$ cat src/rtl/pipe_trace_monitor.sv
// Writeback trace buffer with halt detection and free-running cycle counter.
// Optional macro TRACE_FILTER_EN drops writebacks to register 0 from the trace.
module pipe_trace_monitor #(
    parameter int DATA_W      = 32,
    parameter int DEPTH       = 16,
    parameter int WRAP        = 0,
    parameter int HALT_CYCLES = 8
) (
    input  logic                       Clk,
    input  logic                       Rst,
    input  logic [DATA_W-1:0]          pc_in,
    input  logic                       wb_en,
    input  logic [4:0]                 wb_reg,
    input  logic [DATA_W-1:0]          wb_data,
    input  logic                       clr,
    input  logic                       rd_ack,
    output logic                       rd_valid,
    output logic [DATA_W-1:0]          rd_pc,
    output logic [4:0]                 rd_reg,
    output logic [DATA_W-1:0]          rd_data,
    output logic [$clog2(DEPTH):0]     count,
    output logic                       overflow,
    output logic                       halted,
    output logic [31:0]                cycles
);

    localparam int AW = $clog2(DEPTH);
    localparam int CW = AW + 1;
    localparam int RW = $clog2(HALT_CYCLES) + 1;
    localparam logic [RW-1:0] RUN_MAX = RW'(HALT_CYCLES - 1);
    localparam logic [CW-1:0] FULL_CNT = CW'(DEPTH);
    localparam bit WRAP_EN = (WRAP != 0);

    logic [AW-1:0]     wr_ptr_q, wr_ptr_d;
    logic [AW-1:0]     rd_ptr_q, rd_ptr_d;
    logic [CW-1:0]     count_q, count_d;
    logic              overflow_q, overflow_d;
    logic              halted_q, halted_d;
    logic [31:0]       cycles_q, cycles_d;
    logic [RW-1:0]     run_q, run_d;
    logic [DATA_W-1:0] prev_pc_q, prev_pc_d;

    logic [DATA_W-1:0] pc_mem   [DEPTH];
    logic [4:0]        reg_mem  [DEPTH];
    logic [DATA_W-1:0] data_mem [DEPTH];

    logic filt_pass;
    logic cap;
    logic pop;
    logic full;
    logic wr_en;
    logic rd_adv;

`ifdef TRACE_FILTER_EN
    assign filt_pass = (wb_reg != 5'd0);
`else
    assign filt_pass = 1'b1;
`endif

    always_comb begin
        cap    = wb_en & ~halted_q & filt_pass;
        pop    = rd_ack & (count_q != '0);
        full   = (count_q == FULL_CNT);
        // A full buffer still accepts a capture when a pop frees a slot, or in wrap mode.
        wr_en  = cap & (pop | ~full | WRAP_EN);
        rd_adv = pop | (cap & full & WRAP_EN);
    end

    always_comb begin
        wr_ptr_d   = wr_ptr_q;
        rd_ptr_d   = rd_ptr_q;
        count_d    = count_q;
        overflow_d = overflow_q;
        halted_d   = halted_q;
        cycles_d   = cycles_q;
        run_d      = run_q;
        prev_pc_d  = pc_in;

        if (wr_en) begin
            wr_ptr_d = wr_ptr_q + 1'b1;
        end
        if (rd_adv) begin
            rd_ptr_d = rd_ptr_q + 1'b1;
        end

        if (cap && !pop && !full) begin
            count_d = count_q + 1'b1;
        end else if (pop && !cap) begin
            count_d = count_q - 1'b1;
        end

        if (pc_in == prev_pc_q) begin
            run_d = (run_q == RUN_MAX) ? run_q : run_q + 1'b1;
        end else begin
            run_d = '0;
        end

        overflow_d = overflow_q | (cap & full & ~pop);
        halted_d   = halted_q | (run_d == RUN_MAX);
        if (!halted_q && cycles_q != 32'hFFFF_FFFF) begin
            cycles_d = cycles_q + 32'd1;
        end

        // Clear wins over every sticky status update on the same edge.
        if (clr) begin
            overflow_d = 1'b0;
            halted_d   = 1'b0;
            cycles_d   = '0;
            run_d      = '0;
        end
    end

    always_ff @(posedge Clk or posedge Rst) begin
        if (Rst) begin
            wr_ptr_q   <= '0;
            rd_ptr_q   <= '0;
            count_q    <= '0;
            overflow_q <= 1'b0;
            halted_q   <= 1'b0;
            cycles_q   <= '0;
            run_q      <= '0;
            prev_pc_q  <= '0;
        end else begin
            wr_ptr_q   <= wr_ptr_d;
            rd_ptr_q   <= rd_ptr_d;
            count_q    <= count_d;
            overflow_q <= overflow_d;
            halted_q   <= halted_d;
            cycles_q   <= cycles_d;
            run_q      <= run_d;
            prev_pc_q  <= prev_pc_d;
        end
    end

    always_ff @(posedge Clk) begin
        if (wr_en) begin
            pc_mem[wr_ptr_q]   <= pc_in;
            reg_mem[wr_ptr_q]  <= wb_reg;
            data_mem[wr_ptr_q] <= wb_data;
        end
    end

    // Gating on rd_valid keeps the head fields at zero while empty or in reset.
    assign rd_valid = (count_q != '0);
    assign rd_pc    = rd_valid ? pc_mem[rd_ptr_q]   : '0;
    assign rd_reg   = rd_valid ? reg_mem[rd_ptr_q]  : '0;
    assign rd_data  = rd_valid ? data_mem[rd_ptr_q] : '0;
    assign count    = count_q;
    assign overflow = overflow_q;
    assign halted   = halted_q;
    assign cycles   = cycles_q;

endmodule

$ cat config.mk
export PLATFORM = sky130hd
export DESIGN_NAME = pipe_trace_monitor
export DESIGN_NICKNAME = d
export VERILOG_FILES = /design/src/rtl/pipe_trace_monitor.sv
export SDC_FILE = /design/constraint.sdc
export NUM_CORES = 1
export LEC_CHECK = 0
export ABC_AREA = 1
export CAP_MARGIN = 10
export CELL_PAD_IN_SITES_DETAIL_PLACEMENT = 0
export CELL_PAD_IN_SITES_GLOBAL_PLACEMENT = 1
export CORE_UTILIZATION = 30
export DETAILED_ROUTE_END_ITERATION = 8
export MAX_ROUTING_LAYER = met4
export PLACE_DENSITY_LB_ADDON = 0.1
export SLEW_MARGIN = 20
export SYNTH_ARGS = -nofsm -noshare
export SYNTH_HDL_FRONTEND = slang
export SYNTH_SLANG_ARGS = --single-unit
$ cat constraint.sdc
create_clock -name Clk -period 8.7 [get_ports Clk]
set_input_delay 0.87 -clock Clk [delete_from_list [all_inputs] [get_ports Clk]]
set_output_delay 0.87 -clock Clk [all_outputs]
set_load 0.02 [all_outputs]
==> results.py, run 1 <==
metrics = {
    "status": {
        "status": "completed",
    },
    "grt": {
        "grt_max_degree": 209,
        "first_global_vias": 30500,
        "grt_use_total_pct": 19.0,
        "overflow": 0,
        "antenna_found_initial": 11,
        "grt_pass1_wl_um": 217000,
    },
    "worst_setup_path": {
        "cp_cell_sequence": "buf_12 > buf_4 > nor2_1 > nor2_1 > o21ai_0 > o211ai_1 > nand3_1 > a21oi_1 > clkdlybuf4s50_1",
        "critPathMaxStageDelay_ns": 0.96,
        "critPathArrivalTime_ns": 5.14,
        "cp_slowest_cell": "dfrtp_4",
        "cp_max_fo": 208,
        "setup.worst_path.start_class": "register",
        "worst_setup_path_end_kind": "primary output",
        "path_class": "register to primary output",
        "critPathMostFrequentCell": "nor2_1",
        "critPathRequiredTime_ns": 7.83,
    },
    "sta": {
        "drv_slew": 0,
        "tns_ns": 0,
        "tightest_slew_ns": 1.12,
        "relSlewSlack_pct": 25.2,
        "holdWs_ns": 0.506,
        "max_clock_freq_mhz": 166,
        "rsz0062_at_grt": "no",
        "skew_ns": 0.0165,
        "final_period_minus_worst_setup_slack_ns": 6.01,
        "finalHoldViolations": 0,
        "setup_violations": 0,
        "period_share_pct": 69.1,
    },
    "flow_run": {
        "maxCapViolations": 0,
    },
    "clock_tree": {
        "insertion_delay_ns": 0.77,
        "cts_tree": "built",
        "numClockSinks": 1187,
        "root_buffer": "clkbuf_16",
        "cts_setup_buffers": 0,
        "cts_buffer_depth": 3,
        "htree_levels": 4,
        "clk_pin_slew_ns": 0.05,
        "cts_made_buffers": 139,
        "holdBufCountCts": 0,
        "cts_resized": 0,
    },
    "yosys": {
        "synth_top_area_cell": "edfxtp_1",
        "syn_avg_cell_area_um2": 12.7,
        "synthesis.instances": 3767,
        "synth_top_cell_area_share_pct": 69.5,
        "synth_seq_cells": 1187,
        "yosys-top-cells-area": "edfxtp_1 70%, nor2_1 6.5%, o21ai_0 5.0%",
        "ys_warn_count": 0,
        "synthesis.area_um2": 47700,
        "ys_seq_area_share_pct": 73.9,
        "synth.distinct_cells": 34,
        "syn_nets": 3852,
    },
    "placed_design": {
        "dp_hpwl_um": 72300,
        "post_dp_cell_area_um2": 51700,
        "gp_congestion": 0.722,
        "port_buffers": 182,
    },
    "power": {
        "p_leak_uw": 0.0182,
        "peakVddDrop_uv": 272,
        "power_density_nw_per_um2": 344,
    },
    "floorplanning": {
        "die_x_um": 401,
        "die_area_um2": 161000,
        "core_area_um2": 157000,
        "initial_core_util_pct": 30.4,
        "die_height_um": 401,
        "io_pins": 183,
        "rows": 145,
    },
    "layout": {
        "layout.nets": 4002,
        "most-common-layout-cells": "1104 x edfxtp_1, 817 x nor2_1, 480 x o21ai_0",
        "fin_area_um2": 56100,
        "drive_gt1_share_pct": 7.14,
        "final_common_cell": "edfxtp_1",
        "area_growth_pct": 17.7,
    },
    "drt": {
        "drtIter0Drc": 2057,
        "avgViaCountPerCell": 4.97,
        "drc": 0,
        "wire_per_inst_um": 24.4,
        "vias": 30200,
        "drt_wl_total_um": 149000,
        "ant_nets": 0,
        "drt_pass1_iterations": 8,
    },
    "min_path": {
        "hp-class": "input port to async pin",
    },
}
cell families after synthesis:
group | after synthesis | share of synthesized area (%)
adder cells (fa/ha/maj) | 11 | 0.304
XOR/XNOR | 36 | 0.661
AO/OA/AOI/OAI | 979 | 11.9
AND/OR/NAND/NOR | 1215 | 10.1
flip-flops | 1187 | 73.9
buffers and inverters | 339 | 3.11
path summary, 6_finish.rpt:
kind	start	slack, ns	endpoint	cells past startpoint
worst max-delay path	rd_ptr_q[0]$_DFFE_PP0P_	2.69	rd_data[6]	9
worst min register to register	count[4]$_DFFE_PP0P_	0.52	count[4]$_DFFE_PP0P_	2
max in group asynchronous	Rst	6.93	rd_ptr_q[2]$_DFFE_PP0P_	3
worst min-delay path	Rst	0.51	count[2]$_DFFE_PP0P_	2
min in group Clk	count[4]$_DFFE_PP0P_	0.52	count[4]$_DFFE_PP0P_	2
worst max register to register	halted$_DFF_PP0_	4.79	pc_mem[0][17]$_DFFE_PP_	8
synth_stat cells:
master	n
edfxtp_1	1104
nor2_1	831
o21ai_0	480
nand2_1	225
o211ai_1	193
o21ai_1	149
clkbuf_1	135
nand3_1	106
inv_1	88
dfrtp_1	83
o221ai_1	83
a21oi_1	73
buf_2	67
nand4_1	25
buf_4	24
xor2_1	21
nor3_1	16
xnor2_1	15
ha_1	10
buf_1	9
inv_2	6
nand3b_1	5
buf_6	4
clkbuf_2	4
nand2_2	2
a31oi_1	1
and3_1	1
clkinv_1	1
clkinv_2	1
fa_1	1
nand3_2	1
nor2_2	1
nor3_2	1
or2_2	1
registers in the layout, indices dropped and copies added (netlist names):
| register | flops |
|---|---|
| reg_mem | 80 |
| count | 5 |
| rd_ptr_q | 4 |
| wr_ptr_q | 4 |
| cycles | 32 |
| pc_mem | 512 |
| prev_pc_q | 32 |
| overflow | 1 |
| halted | 1 |
| data_mem | 512 |
| run_q | 4 |
power breakdown:
| group | internal, uW | switching, uW |
|---|---|---|
| Sequential | 6840 | 281 |
| Combinational | 2000 | 4530 |
| Clock | 3310 | 2370 |
area by class of cell:
cell class	count	area (um^2)
timing repair buffer	252	2420
tap	2058	2570
antenna	7	17.5
clock buffer	172	3640
inverter	96	392
fill	15300	101000
clock inverter	73	732
multi-input combinational	2241	11100
sequential	1187	35200
layer usage:
| metal | routed length (um) | GRT usage, % |
|---|---|---|
| met4 | 2820 | 4.81 |
| met5 | 0 | - |
| met2 | 70400 | 30.1 |
| met1 | 69700 | 25.2 |
| met3 | 5790 | 3.15 |
per-stage QoR:
stage | std cells | utilization (%) | setup WS (ns) | total power (uW)
finish | 6086 | 35.8 | 2.69 | 19300
global placement | 5833 | 32.9 | 3.35 | 14000
CTS | 6078 | 35.7 | 2.55 | 19700
global route | 6086 | 35.8 | 2.28 | 20400
floorplan | 3767 | - | 2.28 | 11100
detailed placement | 5833 | 32.9 | 3.40 | 14000
worst max-delay path: cells and delay by family, from the launching register on:
| kind | cells | cell delay (ns) |
|---|---|---|
| flip-flops | 1 | 0.96 |
| AO/OA/AOI/OAI | 3 | 0.68 |
| AND/OR/NAND/NOR | 3 | 0.30 |
| buffers and inverters | 3 | 2.15 |
Note: power is estimated with default switching activity, not from simulation.
==> inputs of run 2 (changes only) <==
Clock period 8.7 ns to 5.1 ns, I/O delays scaled along.
==> results.py, run 2 (synthesized netlist as in run 1, its figures left out) <==
metrics = {
    "clock_tree": {
        "clk_pin_slew_ns": 0.06,
        "insertion_delay_ns": 0.77,
        "cts_buffer_depth": 3,
        "numClockSinks": 1187,
        "root_buffer": "clkbuf_16",
        "cts_made_buffers": 140,
        "htree_levels": 4,
        "cts_tree": "built",
        "holdBufCountCts": 0,
        "cts_resized": 0,
        "cts_setup_buffers": 0,
    },
    "power": {
        "p_seq_share_pct": 36.4,
        "clkPwrFrac_pct": 29.0,
        "peakVddDrop_uv": 813,
        "p_switching_uw": 12200,
        "power_density_nw_per_um2": 587,
        "p_leak_uw": 0.0183,
        "internal-power_uw": 20800,
        "combPwrFrac_pct": 34.6,
        "p_sw_share_pct": 37.0,
        "power.total_uw": 33100,
    },
    "worst_setup_path": {
        "path_class": "register to primary output",
        "cp_max_fo": 128,
        "worst_setup_path_end_kind": "primary output",
        "setup.worst_path.start_class": "register",
        "critPathArrivalTime_ns": 3.99,
        "critPathRequiredTime_ns": 4.59,
    },
    "flow_run": {
        "maxCapViolations": 0,
    },
    "status": {
        "status": "completed",
    },
    "floorplanning": {
        "io_pins": 183,
        "die_x_um": 401,
        "initial_core_util_pct": 30.4,
        "die_height_um": 401,
        "rows": 145,
        "die_area_um2": 161000,
        "core_area_um2": 157000,
    },
    "sta": {
        "max_clock_freq_mhz": 222,
        "rsz0062_at_grt": "no",
        "setup_violations": 0,
        "tightest_slew_ns": 1.14,
        "finalHoldViolations": 0,
        "drv_slew": 0,
        "relSlewSlack_pct": 24.3,
        "tns_ns": 0,
        "period_share_pct": 88.2,
        "skew_ns": 0.0208,
        "finalWorstSetupSlack_ns": 0.602,
        "final_period_minus_worst_setup_slack_ns": 4.50,
    },
    "layout": {
        "most-common-layout-cells": "1104 x edfxtp_1, 817 x nor2_1, 480 x o21ai_0",
        "drive_gt1_share_pct": 7.55,
        "final_common_cell": "edfxtp_1",
        "area_growth_pct": 18.1,
        "layout.cells.non_filler": 6103,
        "layout.nets": 4023,
        "reg_top3": "data_mem (512), pc_mem (512), reg_mem (80)",
        "nFillCells": 15100,
    },
    "grt": {
        "grt_max_degree": 212,
        "first_global_vias": 30600,
        "grt_pass1_wl_um": 218000,
        "overflow": 0,
        "grt_use_total_pct": 19.0,
        "antenna_found_initial": 6,
    },
    "drt": {
        "drtIter0Drc": 2032,
        "drt_wl_total_um": 150000,
        "ant_nets": 0,
        "drc": 0,
        "vias": 30300,
        "avgViaCountPerCell": 4.97,
        "drt_pass1_iterations": 5,
        "wire_per_inst_um": 24.5,
    },
    "placed_design": {
        "dp_worst_setup_slack_ns": 1.30,
        "place_inst": 5854,
        "gp_congestion": 0.725,
        "port_buffers": 182,
        "dp_hpwl_um": 74900,
    },
    "min_path": {
        "hp-class": "input port to async pin",
    },
}
## run 2: cell types whose count changed in the layout (fill, tap and decap cells not counted), moves of 3 or more
cell and delta:
buf_12 +14, clkbuf_1 +9, clkinv_1 -8, buf_4 +6, clkbuf_16 +4, bufinv_16 -3
clkinv_8 -3
## run 2: per-layer routing
metal  up-vias  track usage, %  routed length, um  share of wire [%]
li1      14200               -                  -                  -
met1     15500            24.9              69500                 46
met2       539            31.0              72300                 48
met3       189            2.80               5100                3.4
met4         0            4.68               2880                1.9
met5         -               -                  0                  0
## run 2: worst paths after layout
path,endpoint,from,depth (start not counted),slack (ns)
setup / recovery,rd_pc[8],rd_ptr_q[1]$_DFFE_PP0P_,6,0.60
hold / removal,count[2]$_DFFE_PP0P_,Rst,2,0.20
setup reg to reg,data_mem[2][31]$_DFFE_PP_,halted$_DFF_PP0_,8,1.81
hold reg to reg,count[4]$_DFFE_PP0P_,count[4]$_DFFE_PP0P_,2,0.53
max in group asynchronous,prev_pc_q[5]$_DFF_PP0_,Rst,3,3.85
min in group Clk,prev_pc_q[25]$_DFF_PP0_,pc_in[25],2,0.41
## run 2: cell type report
class,count,area [um^2],share of cell area [%]
Inverter,96,392,0.695
Clock buffer,186,3790,6.73
Sequential cell,1187,35200,62.6
Tap cell,2058,2570,4.57
Multi-Input combinational cell,2241,11100,19.7
Timing Repair Buffer,272,2730,4.84
Antenna cell,5,12.5,0.0222
Clock inverter,58,509,0.904
## run 2: worst max-delay path, cell delays in order (launching register included)
cell,delay (ns)
dfrtp_4,0.59
inv_8,0.67
o21ai_0,0.21
o211ai_1,0.22
nand3_1,0.11
a21oi_1,0.61
clkdlybuf4s50_1,0.74
## run 2: power by group through the flow
stage / logic, uW / registers, uW / clock network, uW
3_3_place_gp: 11800 / 12200 / 0
5_1_grt: 12600 / 12100 / 10200
6_report: 11400 / 12000 / 9590
4_1_cts: 11800 / 12000 / 9860
3_5_place_dp: 11700 / 12200 / 0
2_1_floorplan: 6810 / 12100 / 0
## run 2: through the flow
step / cell area (um^2) / util [%] / hold slack (ns)
after CTS: 56300 / 35.9 / 0.180
final: 56300 / 35.9 / 0.203
after floorplan: 47700 / - / 0.501
after detailed placement: 52000 / 33.2 / 0.513
after global placement: 52000 / 33.2 / 0.510
after global routing: 56300 / 35.9 / 0.230
==> inputs of run 3 (changes only) <==
Settings changed: ABC_CLOCK_PERIOD_IN_PS set to 5100, REMOVE_ABC_BUFFERS set to 1.
==> results.py, run 3 (synthesized netlist as in run 1, its figures left out) <==
metrics = {
    "drt": {
        "vias": 30100,
        "dr_wl_met2_um": 68400,
        "wl_met1_um": 69000,
        "ant_nets": 0,
        "routed-wl-met3_um": 5810,
        "wire_per_inst_um": 23.9,
        "drtIter0Drc": 1996,
        "drc": 0,
        "drt_pass1_iterations": 5,
        "avgViaCountPerCell": 4.94,
        "routed.top_layer": "met4",
        "drt_wl_total_um": 146000,
    },
    "worst_setup_path": {
        "path_class": "register to primary output",
        "critPathArrivalTime_ns": 4.15,
        "setup.worst_path.start_class": "register",
        "cp_max_fo": 120,
        "critPathRequiredTime_ns": 4.59,
        "worst_setup_path_end_kind": "primary output",
        "rrSetupSlack_ns": 2.11,
    },
    "flow_run": {
        "maxCapViolations": 0,
    },
    "layout": {
        "drive_gt1_share_pct": 7.31,
        "reg_top3": "data_mem (512), pc_mem (512), reg_mem (80)",
        "area_growth_pct": 18.3,
        "nFillCells": 15200,
        "most-common-layout-cells": "1104 x edfxtp_1, 817 x nor2_1, 480 x o21ai_0",
        "layout.nets": 4009,
        "final_common_cell": "edfxtp_1",
    },
    "clock_tree": {
        "numClockSinks": 1187,
        "cts_resized": 0,
        "root_buffer": "clkbuf_16",
        "cts_setup_buffers": 0,
        "htree_levels": 4,
        "cts_buffer_depth": 3,
        "holdBufCountCts": 1,
        "insertion_delay_ns": 0.76,
        "cts_tree": "built",
        "clk_pin_slew_ns": 0.06,
        "cts_made_buffers": 142,
    },
    "floorplanning": {
        "die_area_um2": 161000,
        "rows": 145,
        "die_height_um": 401,
        "initial_core_util_pct": 30.4,
        "io_pins": 183,
        "core_area_um2": 157000,
        "die_x_um": 401,
    },
    "power": {
        "p_leak_uw": 0.0182,
        "peakVddDrop_uv": 843,
        "power_density_nw_per_um2": 585,
        "power.total_uw": 33000,
    },
    "sta": {
        "max_clock_freq_mhz": 215,
        "rsz0062_at_grt": "no",
        "setup_violations": 0,
        "tightest_slew_ns": 1.17,
        "final_period_minus_worst_setup_slack_ns": 4.66,
        "drv_slew": 0,
        "period_share_pct": 91.4,
        "tns_ns": 0,
        "relSlewSlack_pct": 22.2,
        "finalHoldViolations": 0,
        "skew_ns": 0.0237,
    },
    "min_path": {
        "hp-class": "input port to register",
    },
    "status": {
        "status": "completed",
    },
    "grt": {
        "grt_max_degree": 221,
        "grt_pass1_wl_um": 214000,
        "first_global_vias": 30300,
        "antenna_found_initial": 11,
        "overflow": 0,
        "grt_use_total_pct": 18.6,
    },
    "placed_design": {
        "dp_hpwl_um": 69400,
        "gp_congestion": 0.760,
        "port_buffers": 182,
    },
}
## run 3: cell count changes in the layout (fill, tap and decap cells not counted), sizes merged, moves of 2 or more
cell,change
diode,+4
buf,-16
bufinv,-3
clkinvlp,-2
clkbuf,+9
inv,-2
clkinv,+7
## run 3: area by class of cell
cell class,count,area (um^2),share of cell area [%]
sequential,1187,35200,62.5
antenna,9,22.5,0.0399
tap,2058,2570,4.57
clock buffer,195,3910,6.93
inverter,96,392,0.694
clock inverter,58,432,0.765
multi-input combinational,2241,11100,19.7
timing repair buffer,256,2730,4.84
## run 3: final timing paths
kind / to / startpoint / depth (start not counted)
worst max register to register: data_mem[13][13]$_DFFE_PP_ / halted$_DFF_PP0_ / 8
min in group asynchronous: cycles[30]$_DFFE_PP0P_ / Rst / 3
worst max-delay path: rd_pc[17] / rd_ptr_q[1]$_DFFE_PP0P_ / 8
worst min-delay path: prev_pc_q[12]$_DFF_PP0_ / pc_in[12] / 2
worst min register to register: overflow$_DFF_PP0_ / overflow$_DFF_PP0_ / 2
max in group asynchronous: rd_ptr_q[0]$_DFFE_PP0P_ / Rst / 4
## run 3: per-layer routing
layer / up-vias / GRT usage, %
met5: - / -
met4: 0 / 4.79
met3: 175 / 2.98
met2: 557 / 29.0
met1: 15300 / 25.2
li1: 14100 / -
## run 3: power by group
group	total (uW)	internal [uW]	switching, uW
sequential	12100	11700	405
combinational	11400	3580	7790
clock	9560	5590	3970
## run 3: worst max-delay path: stages (launching register included)
cell and delay, ns:
dfrtp_4 0.69, inv_8 0.69, buf_4 0.40, buf_4 0.26, o21ai_0 0.11, o211ai_1 0.21
o211ai_1 0.11, a21oi_1 0.18, clkdlybuf4s50_1 0.65
## run 3: metrics by stage
step | instance area, um^2 | std cells | hold slack [ns] | setup slack (ns) | util (%)
after floorplan | 46600 | 3524 | 0.501 | -15.23 | -
after global placement | 52000 | 5837 | 0.523 | 1.14 | 33.1
after detailed placement | 52000 | 5837 | 0.526 | 1.17 | 33.1
after CTS | 56400 | 6091 | 0.339 | 0.288 | 35.9
after global routing | 56400 | 6098 | 0.384 | 0.0965 | 35.9
final | 56400 | 6100 | 0.413 | 0.439 | 35.9
